**src/rtl/mult_rr_arbiter.sv**
```systemverilog
// Round-robin arbiter sharing one free-running pipelined multiplier among NUM_REQ requesters.
// Define MULT_ARB_FIXED_PRIO_EN for fixed lowest-index-wins priority (the RR pointer is then removed).
module mult_rr_arbiter #(
    parameter int NUM_REQ  = 4,
    parameter int WIDTH    = 16,
    parameter int PIPE_LAT = 5
) (
    input  logic                          clk,
    input  logic                          reset,
    input  logic [NUM_REQ-1:0]            req_valid,
    input  logic [NUM_REQ*WIDTH-1:0]      req_a,
    input  logic [NUM_REQ*WIDTH-1:0]      req_b,
    output logic [NUM_REQ-1:0]            req_ready,
    output logic [NUM_REQ-1:0]            rsp_valid,
    output logic [2*WIDTH-1:0]            rsp_data,
    output logic                          mult_en,
    output logic [WIDTH-1:0]              mult_a,
    output logic [WIDTH-1:0]              mult_b,
    output logic                          mult_vld,
    input  logic [2*WIDTH-1:0]            mult_res,
    output logic [$clog2(PIPE_LAT+2)-1:0] inflight,
    output logic                          busy
);

    localparam int ID_W  = $clog2(NUM_REQ);
    localparam int CNT_W = $clog2(PIPE_LAT+2);

    genvar gi;

    logic [WIDTH-1:0] op_a [NUM_REQ];
    logic [WIDTH-1:0] op_b [NUM_REQ];

    generate
        for (gi = 0; gi < NUM_REQ; gi++) begin : g_unpack
            assign op_a[gi] = req_a[gi*WIDTH +: WIDTH];
            assign op_b[gi] = req_b[gi*WIDTH +: WIDTH];
        end
    endgenerate

    logic            gnt_found;
    logic [ID_W-1:0] gnt_idx;
    logic            xfer;

`ifdef MULT_ARB_FIXED_PRIO_EN
    always_comb begin
        gnt_found = 1'b0;
        gnt_idx   = '0;
        for (int k = 0; k < NUM_REQ; k++) begin
            if (!gnt_found && req_valid[ID_W'(k)]) begin
                gnt_found = 1'b1;
                gnt_idx   = ID_W'(k);
            end
        end
    end
`else
    logic [ID_W-1:0] ptr_q;
    logic [ID_W-1:0] ptr_d;

    // Search begins at the pointer and wraps; cand has one spare bit so the sum never overflows.
    always_comb begin
        logic [ID_W:0] cand;
        cand      = '0;
        gnt_found = 1'b0;
        gnt_idx   = '0;
        for (int k = 0; k < NUM_REQ; k++) begin
            cand = {1'b0, ptr_q} + (ID_W+1)'(k);
            if (cand >= (ID_W+1)'(NUM_REQ)) begin
                cand = cand - (ID_W+1)'(NUM_REQ);
            end
            if (!gnt_found && req_valid[cand[ID_W-1:0]]) begin
                gnt_found = 1'b1;
                gnt_idx   = cand[ID_W-1:0];
            end
        end
    end

    always_comb begin
        ptr_d = ptr_q;
        if (xfer) begin
            ptr_d = (gnt_idx == ID_W'(NUM_REQ-1)) ? '0 : gnt_idx + ID_W'(1);
        end
    end

    always_ff @(posedge clk) begin
        if (reset) begin
            ptr_q <= '0;
        end else begin
            ptr_q <= ptr_d;
        end
    end
`endif

    // No grant is offered while reset is held, so nothing is issued into a clearing pipeline.
    assign xfer = gnt_found & ~reset;

    generate
        for (gi = 0; gi < NUM_REQ; gi++) begin : g_ready
            assign req_ready[gi] = xfer && (gnt_idx == ID_W'(gi));
        end
    endgenerate

    logic             mult_en_q;
    logic             mult_vld_q;
    logic [WIDTH-1:0] mult_a_q;
    logic [WIDTH-1:0] mult_a_d;
    logic [WIDTH-1:0] mult_b_q;
    logic [WIDTH-1:0] mult_b_d;
    logic [ID_W-1:0]  issue_id_q;
    logic [ID_W-1:0]  issue_id_d;

    always_comb begin
        mult_a_d   = mult_a_q;
        mult_b_d   = mult_b_q;
        issue_id_d = issue_id_q;
        if (xfer) begin
            mult_a_d   = op_a[gnt_idx];
            mult_b_d   = op_b[gnt_idx];
            issue_id_d = gnt_idx;
        end
    end

    always_ff @(posedge clk) begin
        if (reset) begin
            mult_en_q  <= 1'b0;
            mult_vld_q <= 1'b0;
            mult_a_q   <= '0;
            mult_b_q   <= '0;
            issue_id_q <= '0;
        end else begin
            mult_en_q  <= 1'b1;
            mult_vld_q <= xfer;
            mult_a_q   <= mult_a_d;
            mult_b_q   <= mult_b_d;
            issue_id_q <= issue_id_d;
        end
    end

    assign mult_en  = mult_en_q;
    assign mult_vld = mult_vld_q;
    assign mult_a   = mult_a_q;
    assign mult_b   = mult_b_q;

    // Tag stage k is aligned with multiplier stage k; the tail lines up with mult_res.
    logic            tag_vld_q [PIPE_LAT];
    logic [ID_W-1:0] tag_id_q  [PIPE_LAT];

    always_ff @(posedge clk) begin
        if (reset) begin
            for (int k = 0; k < PIPE_LAT; k++) begin
                tag_vld_q[k] <= 1'b0;
                tag_id_q[k]  <= '0;
            end
        end else begin
            tag_vld_q[0] <= mult_vld_q;
            tag_id_q[0]  <= issue_id_q;
            for (int k = 1; k < PIPE_LAT; k++) begin
                tag_vld_q[k] <= tag_vld_q[k-1];
                tag_id_q[k]  <= tag_id_q[k-1];
            end
        end
    end

    logic            tail_vld;
    logic [ID_W-1:0] tail_id;
    logic            rsp_fire;

    assign tail_vld = tag_vld_q[PIPE_LAT-1];
    assign tail_id  = tag_id_q[PIPE_LAT-1];
    assign rsp_fire = tail_vld & ~reset;

    generate
        for (gi = 0; gi < NUM_REQ; gi++) begin : g_rsp
            assign rsp_valid[gi] = rsp_fire && (tail_id == ID_W'(gi));
        end
    endgenerate

    assign rsp_data = rsp_fire ? mult_res : '0;

    logic [CNT_W-1:0] inflight_q;
    logic [CNT_W-1:0] inflight_d;

    always_comb begin
        inflight_d = inflight_q;
        if (xfer && !tail_vld) begin
            inflight_d = inflight_q + CNT_W'(1);
        end else if (!xfer && tail_vld) begin
            inflight_d = inflight_q - CNT_W'(1);
        end
    end

    always_ff @(posedge clk) begin
        if (reset) begin
            inflight_q <= '0;
        end else begin
            inflight_q <= inflight_d;
        end
    end

    assign inflight = inflight_q;
    assign busy     = (inflight_q != '0);

endmodule

```
**config.mk**
```make
export PLATFORM = sky130hd
export DESIGN_NAME = mult_rr_arbiter
export DESIGN_NICKNAME = d
export VERILOG_FILES = /design/src/rtl/mult_rr_arbiter.sv
export SDC_FILE = /design/constraint.sdc
export NUM_CORES = 1
export LEC_CHECK = 0
export BUFFER_PORTS_ARGS = -buffer_cell sky130_fd_sc_hd__buf_2
export CORE_MARGIN = 2
export CORE_UTILIZATION = 42
export CTS_CLUSTER_DIAMETER = 40
export DETAILED_ROUTE_END_ITERATION = 16
export PLACE_DENSITY = 0.93
export SYNTH_ARGS = -nofsm -noshare
export SYNTH_HDL_FRONTEND = slang
export SYNTH_SLANG_ARGS = --single-unit
```
**constraint.sdc**
```tcl
create_clock -name clk -period 2.4 [get_ports clk]
set_clock_uncertainty 0.2 [all_clocks]
set_input_delay 0.12 -clock clk [delete_from_list [all_inputs] [get_ports clk]]
set_output_delay 0.12 -clock clk [all_outputs]
set_load 0.01 [all_outputs]
```
==> impl.org <==
** Place
- Input/output buffers :: 243
- RePlAce Congestion :: 0.8983
- Placed wire-length estimate after detailed placement :: around 8900 microns

** Logic synthesis
- Xor-xnor portion of the synthesized cell area :: 0.004914
- Warnings from Yosys :: 0
- Number of enable-type register cells in the synthesized netlist :: 0
- Library cell occupying the most area in the post-synthesis netlist :: dfxtp_1
- Synthesized area divided by synthesized cell count :: 8.956 sq um
- Seq/Total Area, Yosys :: 0.3145
- Yosys instantiated no cell more often than and3_1.
- Synthesis inferred 56 register bits.
- Leading post-synthesis cells by instance count :: 67 x and3_1, 56 x dfxtp_1, 43 x nand2_1
- Number of distinct library cell variants in the gate-level netlist after synthesis :: 44
- Ranked by total cell area, the synthesized netlist is headed by dfxtp_1 31%, and3_1 12%, o211ai_2 10%.
- Adder and majority gate portion of the synthesized area :: 0.02317
- The synthesized netlist occupies a cell area of 3565 sq um.
- Synth Net Count :: 570
- Fraction of the mapped netlist area in simple logic gates :: 0.2373
- Combinational family with the most area after synthesis :: compound AO/OA/AOI/OAI gates
- Number of standard cells after synthesis :: 398
- Ys flop type :: dfxtp_1
- Async set or reset register ratio after synthesis :: 0
- Fraction of the mapped netlist area in compound gates :: 0.2552
- Measured against the total synthesized area, the mux share comes to 0.09547.
- Of the post-synthesis cell area, the dominant cell type holds 0.3145.

** Pwr
- The analysis attributes to cell leakage a power of approximately 3.2 nW.
- Flop pwr share :: 0.392
- Power spread over the standard cell area amounts to 492.8 nW/um^2.
- Logic gate share of total power :: 0.421
- The analysis attributes to net switching a power of 1.030 mW.
- Power Internal :: 1.869 mW
- VDD sags by at most 0.3257 mV.
- The share of total power dissipated in the clock network is 0.188.
- Switching share of total power :: 0.3553

** Worst setup path
- Arrival time at the worst endpoint :: 2.31 ns
- In this run the worst path has a maximum fanout of 14.
- The endpoint identified for the worst register-to-register timing path is mult_b[14].
- Setup slack of the most critical reg-to-reg path :: 0.09 ns
- Number of cells on the worst reg-to-reg path :: 6
- Setup crit start kind :: register
- Worst R2R Start :: ptr_q[1]
- Required time worst endpoint :: 2.40 ns
- Type of the setup path with the least slack :: reg2reg
- Type of destination of the critical path :: register

** Clock tree
- The H-tree was split into 2 levels.
- Clock-pin slew was measured on the worst setup and hold paths at approximately 0.11 ns.
- Clock tree from TritonCTS :: built
- Sink count of the clock tree :: 56
- Counting along the longest clock path gives a buffer depth of 2.
- For the worst-skew pair, the clock arrives at the later sink with an insertion delay of between 0.3 and 0.4 ns.
- CTS placed an instance of clkbuf_8 at the clock tree root.
- Clock tree synthesis inserted a total of 5 buffers.

** STA
- Transition time at the pin with the least slew margin :: 0.5994 ns
- On the final layout, the worst hold slack is -0.002768 ns.
- FMAX :: 432.2 MHz
- Setup_tns :: 0 ns
- Setup repair after global routing left no endpoint under its margin.
- The number of endpoints with negative hold slack in the final report is 1.
- Worst slew margin relative to its limit :: 0.5967
- The worst path needs 2.314 ns of the cycle, external delays included.
- Setup violations remaining at the end of the flow were counted as 0.
- Share of the clock period used by the worst path after layout :: 0.9641
- Pins over their slew limit :: 0

** Die
- The die covers ~9200 sq um.
- The region available for standard cell placement spans 8217 sq um.
- Starting density of the core :: 0.4338
- During I/O placement, the number of pins put on the boundary was 244.
- Measured along the x axis, the die boundary spans 96.13 microns.
- Y dimension of the die :: between 90 and 100 microns
- Row generation in the floorplan step produced 33 rows.

** Worst hold path
- Tightest Hold Check Type :: in2reg
- Sink of the worst hold path :: mult_b[10]
- Source of the worst hold timing path :: req_b[42]
- The worst hold path passes through 4 cells.

** Job
- The tool flagged a number of max-cap violations equal to 0.

** Route
- The final layout contains routed wiring with a total length of 14,470 microns.
- First DRT Iteration DRCs :: 228
- Residual antenna-violating net count after detailed routing :: 0
- Dividing the detail-routed via count by the number of cells gives ~5.5.
- Dividing the detail-routed wire length by the instance count gives roughly 17 microns.
- Before antenna repair, the detailed router went through 6 iterations.
- For this block, the via count after detailed routing is 4,532.
- DRC violations left :: 0

** Final layout
- Sequential cell area :: 1122 sq um
- Fill cells in the final layout number just under 600.
- Area taken by multi-input logic gates :: between 2000 and 2500 sq um
- Relative to the synthesized area, the layout overhead comes to 65.04%.
- Final net count :: 896
- Fraction of final layout cells with drive strength greater than 1 :: 0.4400

** Status
- The flow ran to the end, but the final reports show violations.
- Violations in the final reports :: hold timing

** Global route
- Global route total overflow :: 0
- Number of global-route vias before repair :: 4,518
- Across every metal layer, demand over resource in global routing totals 0.3036.
- Largest net degree at the start of global routing :: 39
- The first global-routing pass estimated 21,790 microns of wire.
- Initial antenna violation count :: 1
power by group through the flow:
| stage | sequential (mW) | clock (mW) | combinational [mW] |
|---|---|---|---|
| floorplan | 1.19 | 0 | 0.633 |
| global placement | 1.14 | 0 | 1.01 |
| detailed placement | 1.15 | 0 | 1.04 |
| CTS | 1.13 | 0.560 | 1.17 |
| global route | 1.15 | 0.592 | 1.31 |
| finish | 1.14 | 0.544 | 1.22 |
how the worst max path moves through the flow:
stage / from / endpoint / slack, ns / depth (start not counted)
3_3_place_gp: req_valid[0] / inflight[2] / 0.18 / 10
2_1_floorplan: req_valid[0] / inflight[2] / 0.30 / 10
5_1_grt: ptr_q[1] / mult_a[6] / 0.01 / 6
6_report: ptr_q[1] / mult_b[14] / 0.09 / 6
4_1_cts: ptr_q[1] / req_ready[3] / 0.05 / 7
3_5_place_dp: req_valid[1] / inflight[2] / 0.13 / 10
cell families after synthesis:
kind of cell | Yosys count
AO/OA/AOI/OAI | 106
XOR/XNOR | 2
adder cells (fa/ha/maj) | 6
buffers and inverters | 43
flip-flops | 56
multiplexers | 34
AND/OR/NAND/NOR | 151
worst max-delay path: stages, from the launching register on:
cell	delay (ns)
dfxtp_2	0.41
nand2_1	0.08
a221o_2	0.43
nand2_8	0.17
mux2i_1	0.24
dlygate4sd3_1	0.59
o211ai_2	0.07
area by class of cell:
type,instances,share of cell area
Clock inverter,3,0.004679
Inverter,8,0.005104
Clock buffer,5,0.01170
Multi-Input combinational cell,299,0.3745
Timing Repair Buffer,354,0.3905
Tap cell,105,0.02233
Antenna cell,1,0.0004254
Sequential cell,56,0.1908
layer usage:
layer  part of all wire  GRT usage  vias up  routed length [microns]
li1                   -          -     2085                        -
met1               0.36     0.3488     2064                     5233
met2               0.49     0.5087      279                     7040
met3              0.081    0.07204      104                     1175
met4              0.070     0.1821        0                     1020
met5                  0          0        -                        0
registers in the layout (all words and copies together) (netlist names):
register and flops:
inflight 3, issue_id_q 2, mult_a 16, mult_b 16
mult_en 1, mult_vld 1, ptr_q 2, tag_id_q 10
tag_vld_q 5
cells in the final DEF, fill, tap and decap left out, types with 2 or more instances in the layout:
cell type,count
buf_2,243
dlygate4sd3_1,94
and3_1,67
dfxtp_1,55
nand2_1,42
mux2i_1,34
a21boi_0,29
o211ai_2,29
nor2b_1,17
buf_4,16
o21ai_0,15
o21ai_2,10
nor2_1,9
inv_1,7
o21ai_1,7
ha_1,5
clkbuf_8,5
o31a_1,3
a21oi_1,3
nor4_1,2
or3_1,2
xor2_1,2
nor3_1,2
o211ai_1,2
metrics by stage:
step / util / worst slack [ns] / area [sq um] / std cells / total power [mW]
after floorplan: - / 0.3015 / 3565 / 398 / 1.824
after global placement: 0.5879 / 0.1752 / 4831 / 727 / 2.152
after detailed placement: 0.5879 / 0.1334 / 4831 / 727 / 2.191
after CTS: 0.7151 / 0.05451 / 5876 / 830 / 2.861
after global routing: 0.7160 / 0.01220 / 5883 / 831 / 3.053
final: 0.7160 / 0.08605 / 5883 / 831 / 2.899
repair_timing:
action                                  4_1_cts  5_1_grt
pin swaps                                     1        0
hold buffers                                 94        0
hold endpoints to repair                     36        0
endpoints found under the setup margin        2        8
setup buffers                                 1        0
resized for setup                             0        2
Note: power is estimated with default switching activity, not from simulation.
